--- src/rtl/ex_stage_muldiv.sv ---
`default_nettype none
// ============================================================================
//  Module   : ex_stage_muldiv
//  Purpose  : MIPS32 execute stage: operand forwarding, immediate select,
//             single-cycle ALU and an iterative multiply/divide unit with HI/LO.
//  Revision : 1.0  initial release
// ============================================================================
module ex_stage_muldiv #(
    parameter int DATA_WIDTH = 32
) (
    input  logic                  clk,
    input  logic                  reset,
    input  logic                  id_ex_valid,
    input  logic [31:0]           id_ex_instr,
    input  logic [DATA_WIDTH-1:0] reg1,
    input  logic [DATA_WIDTH-1:0] reg2,
    input  logic [DATA_WIDTH-1:0] id_ex_imm_value,
    input  logic [DATA_WIDTH-1:0] ex_mem_alu_result,
    input  logic [DATA_WIDTH-1:0] mem_wb_write_back_result,
    input  logic                  id_ex_alu_src,
    input  logic [1:0]            id_ex_alu_op,
    input  logic [1:0]            Forward_A,
    input  logic [1:0]            Forward_B,
    output logic [DATA_WIDTH-1:0] alu_in2_out,
    output logic [DATA_WIDTH-1:0] alu_result,
    output logic                  ex_stall,
    output logic [DATA_WIDTH-1:0] hi_out,
    output logic [DATA_WIDTH-1:0] lo_out
);

    localparam int             c_CW    = $clog2(DATA_WIDTH + 1);
    localparam logic [c_CW-1:0] c_CNT_W = c_CW'(DATA_WIDTH);
    localparam logic [c_CW-1:0] c_CNT_1 = c_CW'(1);
    localparam logic [1:0]     c_IDLE  = 2'd0;
    localparam logic [1:0]     c_BUSY  = 2'd1;
    localparam logic [1:0]     c_DONE  = 2'd2;

    logic [1:0]            r_state;
    logic [c_CW-1:0]       r_cnt;
    logic [DATA_WIDTH-1:0] r_acc, r_mq, r_mcand, r_hi, r_lo;
    logic                  r_is_div, r_neg_q, r_neg_r, r_div0;

    logic [DATA_WIDTH-1:0] w_op_a, w_fwd_b, w_op_b, w_alu;
    logic [5:0]            w_funct;
    logic                  w_is_r, w_md_op, w_issue, w_signed, w_mt_hi, w_mt_lo;
    logic                  w_unused;

    assign w_funct  = id_ex_instr[5:0];
    assign w_unused = ^id_ex_instr[31:6];
    assign w_is_r   = (id_ex_alu_op == 2'b10);
    assign w_md_op  = w_is_r && (w_funct[5:2] == 4'b0110);
    assign w_signed = ~w_funct[0];
    assign w_issue  = id_ex_valid && w_md_op && (r_state == c_IDLE);
    assign ex_stall = ~reset && (w_issue || (r_state == c_BUSY));
    assign w_mt_hi  = id_ex_valid && w_is_r && (w_funct == 6'h11) && !ex_stall && (r_state == c_IDLE);
    assign w_mt_lo  = id_ex_valid && w_is_r && (w_funct == 6'h13) && !ex_stall && (r_state == c_IDLE);

    always_comb begin
        case (Forward_A)
            2'b00:   w_op_a = reg1;
            2'b01:   w_op_a = mem_wb_write_back_result;
            2'b10:   w_op_a = ex_mem_alu_result;
            default: w_op_a = '0;
        endcase
        case (Forward_B)
            2'b00:   w_fwd_b = reg2;
            2'b01:   w_fwd_b = mem_wb_write_back_result;
            2'b10:   w_fwd_b = ex_mem_alu_result;
            default: w_fwd_b = '0;
        endcase
    end

    assign alu_in2_out = w_fwd_b;
    assign w_op_b      = id_ex_alu_src ? id_ex_imm_value : w_fwd_b;

    always_comb begin
        w_alu = '0;
        case (id_ex_alu_op)
            2'b00: w_alu = w_op_a + w_op_b;
            2'b01: w_alu = w_op_a - w_op_b;
            2'b11: w_alu = {{(DATA_WIDTH-1){1'b0}}, ($signed(w_op_a) < $signed(w_op_b))};
            default: begin
                case (w_funct)
                    6'h20, 6'h21: w_alu = w_op_a + w_op_b;
                    6'h22, 6'h23: w_alu = w_op_a - w_op_b;
                    6'h24: w_alu = w_op_a & w_op_b;
                    6'h25: w_alu = w_op_a | w_op_b;
                    6'h26: w_alu = w_op_a ^ w_op_b;
                    6'h27: w_alu = ~(w_op_a | w_op_b);
                    6'h2A: w_alu = {{(DATA_WIDTH-1){1'b0}}, ($signed(w_op_a) < $signed(w_op_b))};
                    6'h2B: w_alu = {{(DATA_WIDTH-1){1'b0}}, (w_op_a < w_op_b)};
                    6'h10: w_alu = r_hi;
                    6'h12: w_alu = r_lo;
                    default: w_alu = '0;
                endcase
            end
        endcase
    end

    assign alu_result = w_alu;
    assign hi_out     = r_hi;
    assign lo_out     = r_lo;

    // Operands are latched as magnitudes; signs are reapplied on the final step.
    logic                  w_a_neg, w_b_neg;
    logic [DATA_WIDTH-1:0] w_a_mag, w_b_mag;
    assign w_a_neg = w_signed && w_op_a[DATA_WIDTH-1];
    assign w_b_neg = w_signed && w_fwd_b[DATA_WIDTH-1];
    assign w_a_mag = w_a_neg ? -w_op_a : w_op_a;
    assign w_b_mag = w_b_neg ? -w_fwd_b : w_fwd_b;

    logic [DATA_WIDTH:0]     w_mul_sum, w_shift;
    logic [DATA_WIDTH-1:0]   w_trial, w_acc_nx, w_mq_nx, w_quo, w_rem;
    logic                    w_ge;
    logic [2*DATA_WIDTH-1:0] w_prod;

    assign w_mul_sum = {1'b0, r_acc} + (r_mq[0] ? {1'b0, r_mcand} : '0);
    assign w_shift   = {r_acc, r_mq[DATA_WIDTH-1]};
    assign w_ge      = (w_shift >= {1'b0, r_mcand});
    assign w_trial   = w_shift[DATA_WIDTH-1:0] - r_mcand;

    always_comb begin
        if (r_is_div) begin
            w_acc_nx = w_ge ? w_trial : w_shift[DATA_WIDTH-1:0];
            w_mq_nx  = {r_mq[DATA_WIDTH-2:0], w_ge};
        end else begin
            w_acc_nx = w_mul_sum[DATA_WIDTH:1];
            w_mq_nx  = {w_mul_sum[0], r_mq[DATA_WIDTH-1:1]};
        end
    end

    assign w_prod = r_neg_q ? -{w_acc_nx, w_mq_nx} : {w_acc_nx, w_mq_nx};
    assign w_quo  = r_div0 ? '1 : (r_neg_q ? -w_mq_nx : w_mq_nx);
    assign w_rem  = r_neg_r ? -w_acc_nx : w_acc_nx;

    always_ff @(posedge clk) begin
        if (reset) begin
            r_state  <= c_IDLE;
            r_cnt    <= '0;
            r_acc    <= '0;
            r_mq     <= '0;
            r_mcand  <= '0;
            r_is_div <= 1'b0;
            r_neg_q  <= 1'b0;
            r_neg_r  <= 1'b0;
            r_div0   <= 1'b0;
            r_hi     <= '0;
            r_lo     <= '0;
        end else begin
            case (r_state)
                c_IDLE: begin
                    if (w_issue) begin
                        r_state  <= c_BUSY;
                        r_cnt    <= c_CNT_W;
                        r_acc    <= '0;
                        r_is_div <= w_funct[1];
                        r_neg_q  <= w_a_neg ^ w_b_neg;
                        r_neg_r  <= w_a_neg;
                        r_div0   <= w_funct[1] && (w_fwd_b == '0);
                        r_mq     <= w_funct[1] ? w_a_mag : w_b_mag;
                        r_mcand  <= w_funct[1] ? w_b_mag : w_a_mag;
                    end
                    if (w_mt_hi) r_hi <= w_op_a;
                    if (w_mt_lo) r_lo <= w_op_a;
                end
                c_BUSY: begin
                    r_acc <= w_acc_nx;
                    r_mq  <= w_mq_nx;
                    r_cnt <= r_cnt - c_CNT_1;
                    if (r_cnt == c_CNT_1) begin
                        r_state <= c_DONE;
                        if (r_is_div) begin
                            r_hi <= w_rem;
                            r_lo <= w_quo;
                        end else begin
                            r_hi <= w_prod[2*DATA_WIDTH-1:DATA_WIDTH];
                            r_lo <= w_prod[DATA_WIDTH-1:0];
                        end
                    end
                end
                default: r_state <= c_IDLE;
            endcase
        end
    end

endmodule
`default_nettype wire

--- config.mk ---
export PLATFORM = sky130hd
export DESIGN_NAME = ex_stage_muldiv
export DESIGN_NICKNAME = d
export VERILOG_FILES = /design/src/rtl/ex_stage_muldiv.sv
export SDC_FILE = /design/constraint.sdc
export NUM_CORES = 1
export LEC_CHECK = 0
export CORE_AREA = 2 2 283 285
export DETAILED_ROUTE_END_ITERATION = 10
export DIE_AREA = 0 0 285 287
export PLACE_DENSITY_LB_ADDON = 0.1
export SLEW_MARGIN = 20
export SYNTH_ARGS = -nofsm -noshare
export SYNTH_HDL_FRONTEND = slang
export SYNTH_SLANG_ARGS = --single-unit
--- constraint.sdc ---
create_clock -name clk -period 18.1 [get_ports clk]
set_input_delay 2.715 -clock clk [delete_from_list [all_inputs] [get_ports clk]]
set_output_delay 2.715 -clock clk [all_outputs]
set_load 0.01 [all_outputs]
## Word level (Yosys, flattened, before mapping)

Index checks and enable logic that the tools add are counted.

- Memory bits (read-only): 0
- Bits in writable memories: 0
- Latch bits: 0
- Memories: 0
- Output and inout port bits: 129
- Flip-flop bits (word level): 172

- Mux-type cells: 34
- Eq/ne operators: 28
- $lt $le $gt $ge: 3
- Divide/modulo/power cells: 0
- Multipliers: 0
- Add/subtract/negate cells: 10
- Shift operators: 0
- Bitwise gates (word level): 7
- Reduce and logical (&&, ||, !) cells: 29

Operator list:

| cell | number |
|---|---|
| $mux W32 | 20 |
| $pmux W32 S10 | 1 |
| $pmux W32 S3 | 3 |
| $pmux W32 S2 | 4 |
| $neg A32 Y32 | 4 |
| $lt A32 B32 Y1 | 2 |
| $mux W64 | 1 |
| $neg A64 Y64 | 1 |
| $sub A32 B32 Y32 | 2 |
| $eq A6 B6 Y1 const B | 10 |
| $add A32 B32 Y33 | 1 |
| $ge A33 B32 Y1 | 1 |
| $add A32 B32 Y32 | 1 |
| $and A32 B32 Y32 | 1 |
| $logic_not A32 Y1 | 1 |
| $not A32 Y32 | 1 |
| $or A32 B32 Y32 | 1 |
| $xor A32 B32 Y32 | 1 |
| $eq A6 B5 Y1 const B | 4 |
| $logic_and A1 B1 Y1 | 14 |
| $pmux W6 S2 | 1 |
| $eq A2 B1 Y1 const B | 4 |
| $eq A2 B2 Y1 const B | 4 |
| $logic_not A2 Y1 | 4 |
| other kinds (16) | 24 |

## Depth between registers and ports, before layout

Gate-level depths: netlist of run 1.

- Word-level depth: 11
- Gate-level depth with buffers: 22
- Mapped depth without buffers: 18

## Worst setup path before layout of run 1

OpenSTA, ideal clock, no wires.

- Kind: input to output
- Start point: input port Forward_B[1]
- End point: output port alu_result[28]
- Stages: 21
- Setup slack: 7.976 ns
- Arrival: 7.410 ns
- Required time: 15.385 ns
- Cell sequence: clkbuf_1 buf_1 buf_1 mux2i_1 o21ai_0 mux2_2 inv_1 ha_1 clkbuf_1 nor2_1 nand2_1 or2_2 or3_1 o21ai_0 o41ai_1 o31a_1 o21a_1 o21ai_0 o21ai_0 o21ba_2 o21ai_0

RTL lines:

| item | line | RTL |
|---|---|---|
| from (decl) | 23 | `input logic [1:0] Forward_B,` |
| $eq A2 B2 Y1, or another cell as far along | 65 | `case (Forward_B)` |
| $pmux W32 S3 (*) | 65 |  |
| named net alu_in2_out[17] | 24 | `output logic [DATA_WIDTH-1:0] alu_in2_out,` |
| $mux W32 (*) | 74 | `assign w_op_b = id_ex_alu_src ? id_ex_imm_value : w_fwd_b;` |
| $sub A32 B32 Y32 or $add A32 B32 Y32 (tied branches) | - |  |
| $pmux W32 S10 | 83 | `case (w_funct)` |
| $pmux W32 S3 (*) | 78 | `case (id_ex_alu_op)` |
| to (decl) | 25 | `output logic [DATA_WIDTH-1:0] alu_result,` |

The timed path passes the listed nets; every way through them passes the cells marked *.

## Final worst setup path of run 1

- Start point: input port Forward_B[0]
- End point: output port alu_result[30]

- Cells in the longest elaborated chain, start to end: 7

RTL lines:

| item | line |
|---|---|
| $eq A2 B2 Y1, or another cell as far along | 65 |
| $pmux W32 S3 (*) | 65 |
| $mux W32 (*) | 74 |
| branches (longest 3 deep; another with $sub A32 B32 Y32) | - |
| $pmux W32 S3 (*) | 78 |

Every way passes the cells marked *.

==> results by group, run 1 <==
Floorplan
  – Die W: about 290 µm
  – Die area: around 82000 µm²
  – Initial Util: between 20 and 30%
  – Core ar.: between 70000 and 80000 µm²
  – # IOs: between 300 and 400
  – # rows: roughly 100
  – DIE HEIGHT: around 290 µm

Layout
  – Share of layout cells above drive strength 1: under 10%
  – Final nets: 3913
  – Design area: 28200 µm²
  – Fill count: between 8000 and 9000
  – Area growth syn-to-layout: 19.9%

Pwr
  – VDD IR max: slightly above 0.07 mV
  – Internal: 810 µW
  – Switching share of power: 41.8%
  – Comb power frac: around 45%
  – Reg power frac: ~27%
  – Psw: ~580 µW
  – PD cells: between 40 and 50 nW/µm²
  – Power share of the clock group: between 20% and 30%
  – Leakage power: roughly 11 nW

Global route
  – Largest net degree at the start of global routing: between 60 and 70
  – Number of global-route vias before repair: between 20000 and 30000
  – GR Util met1: a little under two fifths
  – All-Layer GR Usage: between 20% and 30%
  – Initial antenna violation count: 3
  – M2 GR Usage: 50.5%
  – Gr ovfl total: 0
  – M3 GR Usage: a little under 4%
  – Most Crowded Layer GR: met2
  – Global-route wire length before repair: 182000 µm

CTS
  – H-tree depth: 4
  – Hold buffer count at CTS: 0
  – CTS resizes: 0
  – Num CTS Buffers: 17
  – Setup bufs post-CTS: 0
  – Clk slew on worst S/H paths: ~0.070 ns
  – Sink Count: roughly 170
  – Clock Tree Buf Depth: 2
  – Skew-Pair Late Insertion Delay: 0.47 ns
  – CTS Root Cell: clkbuf_16
  – CTS tree: yes

Logic synthesis
  – Post-synth top flop: dfxtp_1
  – Number of synthesized flops with an enable pin: 0
  – Synth Area per Inst: 6.99 µm²
  – Mapped Area: around 24000 µm²
  – Sequential share of the synthesized area: 14.6%
  – Synth Net Count: 3738
  – Mapped Cells: around 3400
  – Distinct cells, synth: ~110
  – Post-synth ARST share: 0%
  – Synth warnings: 0
  – Number of synthesized register bits: approximately 170

Timing
  – RSZ-0062 raised after global routing: false
  – Worst Skew: 0.0155 ns
  – Final Cycle Share: 66.9%
  – Worst slew pin tran: 1.12 ns
  – Fin crit period: about 12 ns
  – Final hold violations: 0
  – Setup TNS: 0 ns
  – Final setup viols: 0
  – Slew margin rel.: about a quarter
  – FMAX: just over 80 MHz
  – Slew Limit Fails: 0

Setup path
  – Worst-path fanout max: 33
  – CP Capture Type: output port
  – WS Path Type: input port to output port
  – CP required: 15.39 ns
  – WP data arrival: roughly 9.4 ns
  – CP Launch Type: input port

Flow run
  – Max Cap Viol: 0

Routing
  – Drt first pass iters: 7
  – Routed Antenna Nets: 0
  – Drt drc: 0
  – Initial DRC Count: roughly 2600
  – Routed vias/inst: between 5 and 6
  – Final wirelength: ~130000 µm
  – Vias: between 20000 and 30000
  – Avg WL per Cell: 27.5 µm

Outcome
  – Status: completed

Placement
  – Area after DPL: about 28000 µm²
  – Routability Congestion: about 0.96
  – Post-DP HPWL: 101000 µm
  – Port Buf Inserts: ~300

Worst hold path
  – Worst Hold Class: flop to flop
==> logic make-up after synthesis <==
logic type	synth area share (%)
AND/OR/NAND/NOR	21.5
AO/OA/AOI/OAI	35.0
flip-flops	14.6
multiplexers	7.40
adder cells (fa/ha/maj)	9.28
XOR/XNOR	5.40
buffers and inverters	6.78
==> cells in the final DEF, fill, tap and decap left out, types with 23 or more instances in the layout <==
master / netlist / layout
ha_1: 168 / 168
o2bb2ai_1: 24 / 24
buf_4: 2 / 85
a22o_1: 24 / 24
o21a_1: 33 / 33
and3_1: 27 / 27
or3_1: 26 / 26
inv_1: 167 / 166
nor3_1: 77 / 73
o21bai_1: 31 / 31
or2_2: 23 / 23
nor2_1: 329 / 327
o211ai_1: 30 / 30
and2_1: 53 / 53
nand3_1: 47 / 47
a211oi_1: 52 / 52
mux2_2: 47 / 47
nand4_1: 28 / 28
o22ai_1: 46 / 45
dfxtp_1: 172 / 171
nor4_1: 31 / 31
o21ai_1: 27 / 29
clkdlybuf4s50_1: 0 / 299
nand2_1: 332 / 332
xnor2_1: 100 / 100
o31ai_1: 31 / 31
a31oi_1: 67 / 66
a21o_1: 47 / 47
a21oi_1: 303 / 300
xor2_1: 45 / 45
a221oi_1: 77 / 77
o21ai_0: 248 / 245
mux2i_1: 121 / 121
==> registers in the layout (all words and copies together) (netlist names) <==
| name | flops |
|---|---|
| r_div0 | 1 |
| r_mcand | 32 |
| hi_out | 32 |
| r_neg_q | 1 |
| r_acc | 32 |
| lo_out | 32 |
| r_mq | 32 |
| r_is_div | 1 |
| r_neg_r | 1 |
| r_state | 2 |
| r_cnt | 6 |
==> cell usage after synthesis (10+ instances only) <==
cell type    n  area share [%]
nand2_1    332             5.3
nor2_1     329             5.3
a21oi_1    303             6.4
o21ai_0    248             5.3
clkbuf_1   172             2.7
dfxtp_1    172              15
ha_1       168             8.9
inv_1      167             2.7
mux2i_1    121             5.2
xnor2_1    100             3.7
a221oi_1    77             2.9
nor3_1      77             1.6
a31oi_1     67             1.8
and2_1      53             1.4
a211oi_1    52             1.7
a21o_1      47             1.5
mux2_2      47             2.3
nand3_1     47             1.0
o22ai_1     46             1.2
xor2_1      45             1.7
o21a_1      33             1.1
nor4_1      31            0.82
o21bai_1    31            0.99
o31ai_1     31            0.99
o211ai_1    30            0.96
nand4_1     28            0.75
and3_1      27            0.72
o21ai_1     27            0.57
buf_2       26            0.55
or3_1       26            0.69
buf_1       25            0.40
a22o_1      24            0.89
nor2b_1     24            0.64
o2bb2ai_1   24            0.89
nand2b_1    23            0.61
or2_2       23            0.61
a311oi_1    22            0.82
a22oi_1     17            0.54
o221ai_1    12            0.45
a221o_1     11            0.47
a21boi_0    10            0.32
a2bb2oi_1   10            0.37
==> worst max-delay path, cell delays in order <==
cell and delay, ns:
clkdlybuf4s50_1 0.46, buf_4 0.35, nor2b_2 0.50, buf_4 0.38, o2bb2ai_1 0.15, buf_4 0.20
mux2_2 0.23, ha_1 0.21, fa_1 0.24, o21bai_1 0.10, a21oi_1 0.36, o21ai_0 0.16
a21oi_1 0.40, o21ai_0 0.32, o41ai_1 0.77, o31a_1 0.27, o21a_1 0.18, a21oi_1 0.09
a21oi_1 0.28, a211oi_1 0.14, a21oi_1 0.29, clkdlybuf4s50_1 0.57
==> metrics by stage <==
stage / hold slack [ns] / utilization, % / power [mW] / worst slack, ns / cells
global route: 0.500 / 35.9 / 1.45 / 5.72 / 4604
detailed placement: 0.466 / 35.1 / 0.999 / 6.04 / 4569
finish: 0.474 / 35.9 / 1.39 / 5.99 / 4606
CTS: 0.476 / 35.8 / 1.38 / 6.01 / 4601
global placement: 0.461 / 35.1 / 1.00 / 5.95 / 4569
floorplan: 0.440 / - / 0.730 / 7.98 / 3364
==> final timing paths <==
| path | startpoint | endpoint | slack, ns | cells after the start |
|---|---|---|---|---|
| worst min register to register | r_mcand[0] | r_mcand[0] | 0.47 | 2 |
| worst max register to register | r_mcand[11] | hi_out[26] | 11.25 | 19 |
| worst max-delay path | Forward_B[0] | alu_result[30] | 5.99 | 22 |
| worst min-delay path | r_mcand[0] | r_mcand[0] | 0.47 | 2 |
==> layer usage <==
| layer | vias up | wire length [µm] |
|---|---|---|
| met5 | - | 0 |
| met4 | 0 | 6590 |
| met3 | 210 | 7690 |
| met2 | 1128 | 58800 |
| met1 | 13223 | 53600 |
| li1 | 12763 | - |
==> layout make-up <==
cell class / count / area (µm²) / share of cell area, %
Multi-Input combinational cell: 2790 / 18600 / 65.8
Timing Repair Buffer: 387 / 3650 / 12.9
Sequential cell: 172 / 3450 / 12.2
Tap cell: 1050 / 1310 / 4.66
Inverter: 171 / 642 / 2.28
Clock buffer: 19 / 443 / 1.57
Clock inverter: 13 / 130 / 0.461
Antenna cell: 4 / 10.0 / 0.0355
==> power groups by stage <==
stage	logic (mW)	clock network, mW	registers (mW)
CTS	0.613	0.390	0.381
global placement	0.614	0	0.390
detailed placement	0.610	0	0.390
finish	0.624	0.388	0.381
global route	0.663	0.403	0.381
floorplan	0.341	0	0.389
Note: power is estimated with default switching activity, not from simulation.
==> run 2: changes to the inputs <==
==> constraint.sdc (replaced) <==
create_clock -name clk -period 11.6 [get_ports clk]
set_input_delay 1.74 -clock clk [delete_from_list [all_inputs] [get_ports clk]]
set_output_delay 1.74 -clock clk [all_outputs]
set_load 0.01 [all_outputs]
==> run 2 against run 1 <==
Against the previous run:
- die area unchanged
- largest power group unchanged
- critical path type unchanged
- clock power increased by 63%
- sequential cell count unchanged
- global-route usage increased by 0.27 points
- critical path depth decreased by 2
- hold slack improved by 0.0032 ns
- sequential power increased by 56%
- sequential share of layout area about the same
==> results by group, run 2 (synthesis gave the netlist of run 1 again) <==
Worst hold path
  – Worst Hold Class: flop to flop

Setup path
  – Max incr delay on CP: 0.80 ns (+0.03 ns)
  – CP Launch Type: input port
  – WP data arrival: 8.41 ns (-0.99 ns)
  – Reg2reg setup slack: 4.67 ns (-6.58 ns)
  – Worst-path fanout max: 33 (unchanged)
  – CP required: 9.86 ns (-5.53 ns)
  – WS Path Type: input port to output port
  – Slowest cell on the critical path: nor2b_2
  – Most frequent cell on the critical path: a21oi_1
  – CP Capture Type: output port
  – Worst-path cell chain: clkdlybuf4s50_1 -> buf_4 -> nor2b_2 -> o2bb2ai_1 -> mux2i_1 -> inv_1 -> fa_1 -> o21bai_1 -> a21oi_1 -> o21ai_0 -> a21oi_1 -> o21ai_0 -> o41ai_1 -> o31a_1 -> o21a_1 -> a21oi_1 -> a21oi_1 -> a211oi_1 -> a21oi_1 -> clkdlybuf4s50_1

Timing
  – Worst Skew: 0.0168 ns (+0.00134 ns)
  – Slew margin rel.: 15.7% (-9.5 points)
  – Final hold violations: 0 (unchanged)
  – Worst setup margin: 1.45 ns (-4.54 ns)
  – WHS: 0.477 ns (+0.00320 ns)
  – Slew Limit Fails: 0 (unchanged)
  – FMAX: 98.6 MHz
  – Final Cycle Share: between 80% and 90%
  – RSZ-0062 raised after global routing: false
  – Fin crit period: 10.15 ns
  – Worst slew pin tran: 1.26 ns (+0.142 ns)
  – Final setup viols: 0 (unchanged)
  – Setup TNS: 0 ns (unchanged)

CTS
  – CTS Root Cell: clkbuf_16
  – Hold buffer count at CTS: 0 (unchanged)
  – Num CTS Buffers: 17 (unchanged)
  – CTS resizes: 0 (unchanged)
  – CTS tree: yes
  – Sink Count: 172 (unchanged)
  – Clock Tree Buf Depth: 2 (unchanged)
  – Skew-Pair Late Insertion Delay: 0.46 ns (about the same)
  – Clk slew on worst S/H paths: 0.07 ns (about the same)
  – H-tree depth: 4 (unchanged)
  – Setup bufs post-CTS: 0 (unchanged)

Routing
  – Routed Antenna Nets: 0 (unchanged)
  – Final wirelength: 127000 µm (+0.45%)
  – Avg WL per Cell: 27.6 µm (+0.41%)
  – Drt drc: 0 (unchanged)
  – Drt first pass iters: 6 (-1)
  – Routed vias/inst: 5.96 (+0.42%)
  – Vias: 27452 (+0.47%)
  – Initial DRC Count: 2601 (+0.81%)

Floorplan
  – Die W: 285 µm (unchanged)
  – Initial Util: 29.9% (unchanged)
  – DIE HEIGHT: 287 µm (unchanged)
  – Die area: 81800 µm² (unchanged)
  – Core ar.: 78600 µm² (unchanged)
  – # rows: 103 (unchanged)
  – # IOs: 331 (unchanged)

Pwr
  – Tot Pwr: 2.20 mW (+58%)
  – Leakage power: 11.2 nW (+0.33%)
  – PD cells: 77.8 nW/µm² (+58%)
  – VDD IR max: 0.0982 mV (+35%)

Global route
  – Initial antenna violation count: 0 (-3)
  – Gr ovfl total: 0 (unchanged)
  – Global-route wire length before repair: 184000 µm (+1.2%)
  – Number of global-route vias before repair: 26349 (+0.60%)
  – Largest net degree at the start of global routing: 84 (+25%)
  – All-Layer GR Usage: 30.1% (+0.27 points)

Placement
  – Routability Congestion: 0.957 (about the same)
  – Placed Cells: 4575 (+0.13%)
  – Post-Place Setup Slack: 1.51 ns (-4.54 ns)
  – Port Buf Inserts: 304 (unchanged)
  – Post-DP HPWL: 101000 µm (about the same)
  – Area after DPL: 27700 µm² (+0.15%)

Flow run
  – Max Cap Viol: 0 (unchanged)

Layout
  – Most common cell after layout, fill and taps aside: nand2_1
  – Final Util: 35.9% (+0.078 points)
  – Most frequent cells in the layout: nand2_1 (332), nor2_1 (327), a21oi_1 (300)
  – Design area: 28300 µm² (+0.22%)
  – Area growth syn-to-layout: 20.2%
  – Share of layout cells above drive strength 1: 7.56% (+0.16 points)
  – Non-Filler Instances: 4608 (+0.043%)
  – Final nets: 3918 (+0.13%)

Outcome
  – Status: completed
==> run 2: cell count changes in the layout (fill, tap and decap cells not counted), sizes merged <==
cell / previous run / this run
buf: 88 / 93
clkinv: 8 / 6
diode: 4 / 1
clkinvlp: 0 / 1
bufinv: 1 / 2
==> run 2: routing by layer <==
metal  routed length [µm]  track usage, %  vias to the layer above
met3                 7760            3.28                      173
met2                59700            50.9                     1138
li1                     -               -                    12786
met5                    0               0                        -
met4                 6030            13.4                        0
met1                53700            38.5                    13355
==> run 2: area by class of cell <==
cell class	count	area, µm²
inverters	171	642
diodes	1	2.50
clock inverters	13	154
repair buffers	392	3680
fillers	8531	50400
clock buffers	19	453
multi-input cells	2790	18600
flip-flops and latches	172	3450
well taps	1050	1310
==> run 2: path summary, 6_finish.rpt <==
path	startpoint	end	depth (start not counted)
max	Forward_B[0]	alu_result[30]	20
min	r_mcand[1]	r_mcand[1]	2
max reg2reg	r_mcand[11]	hi_out[26]	19
min reg2reg	r_mcand[1]	r_mcand[1]	2
==> run 2: where the power goes <==
part / total, mW / leakage (nW) / switching [mW] / internal (mW)
Clock: 0.633 / 0.299 / 0.297 / 0.336
Combinational: 0.972 / 9.56 / 0.607 / 0.365
Sequential: 0.594 / 1.39 / 0.00303 / 0.591
Total: 2.20 / 11.2 / 0.907 / 1.29
==> run 2: critical path: cells and delay by family <==
family | cells | cell delay [ns]
buffers and inverters | 4 | 1.57
AOI/OAI and AO/OA | 13 | 3.63
and+or+nand+nor | 1 | 0.80
muxes | 1 | 0.37
adders and majority gates | 1 | 0.25
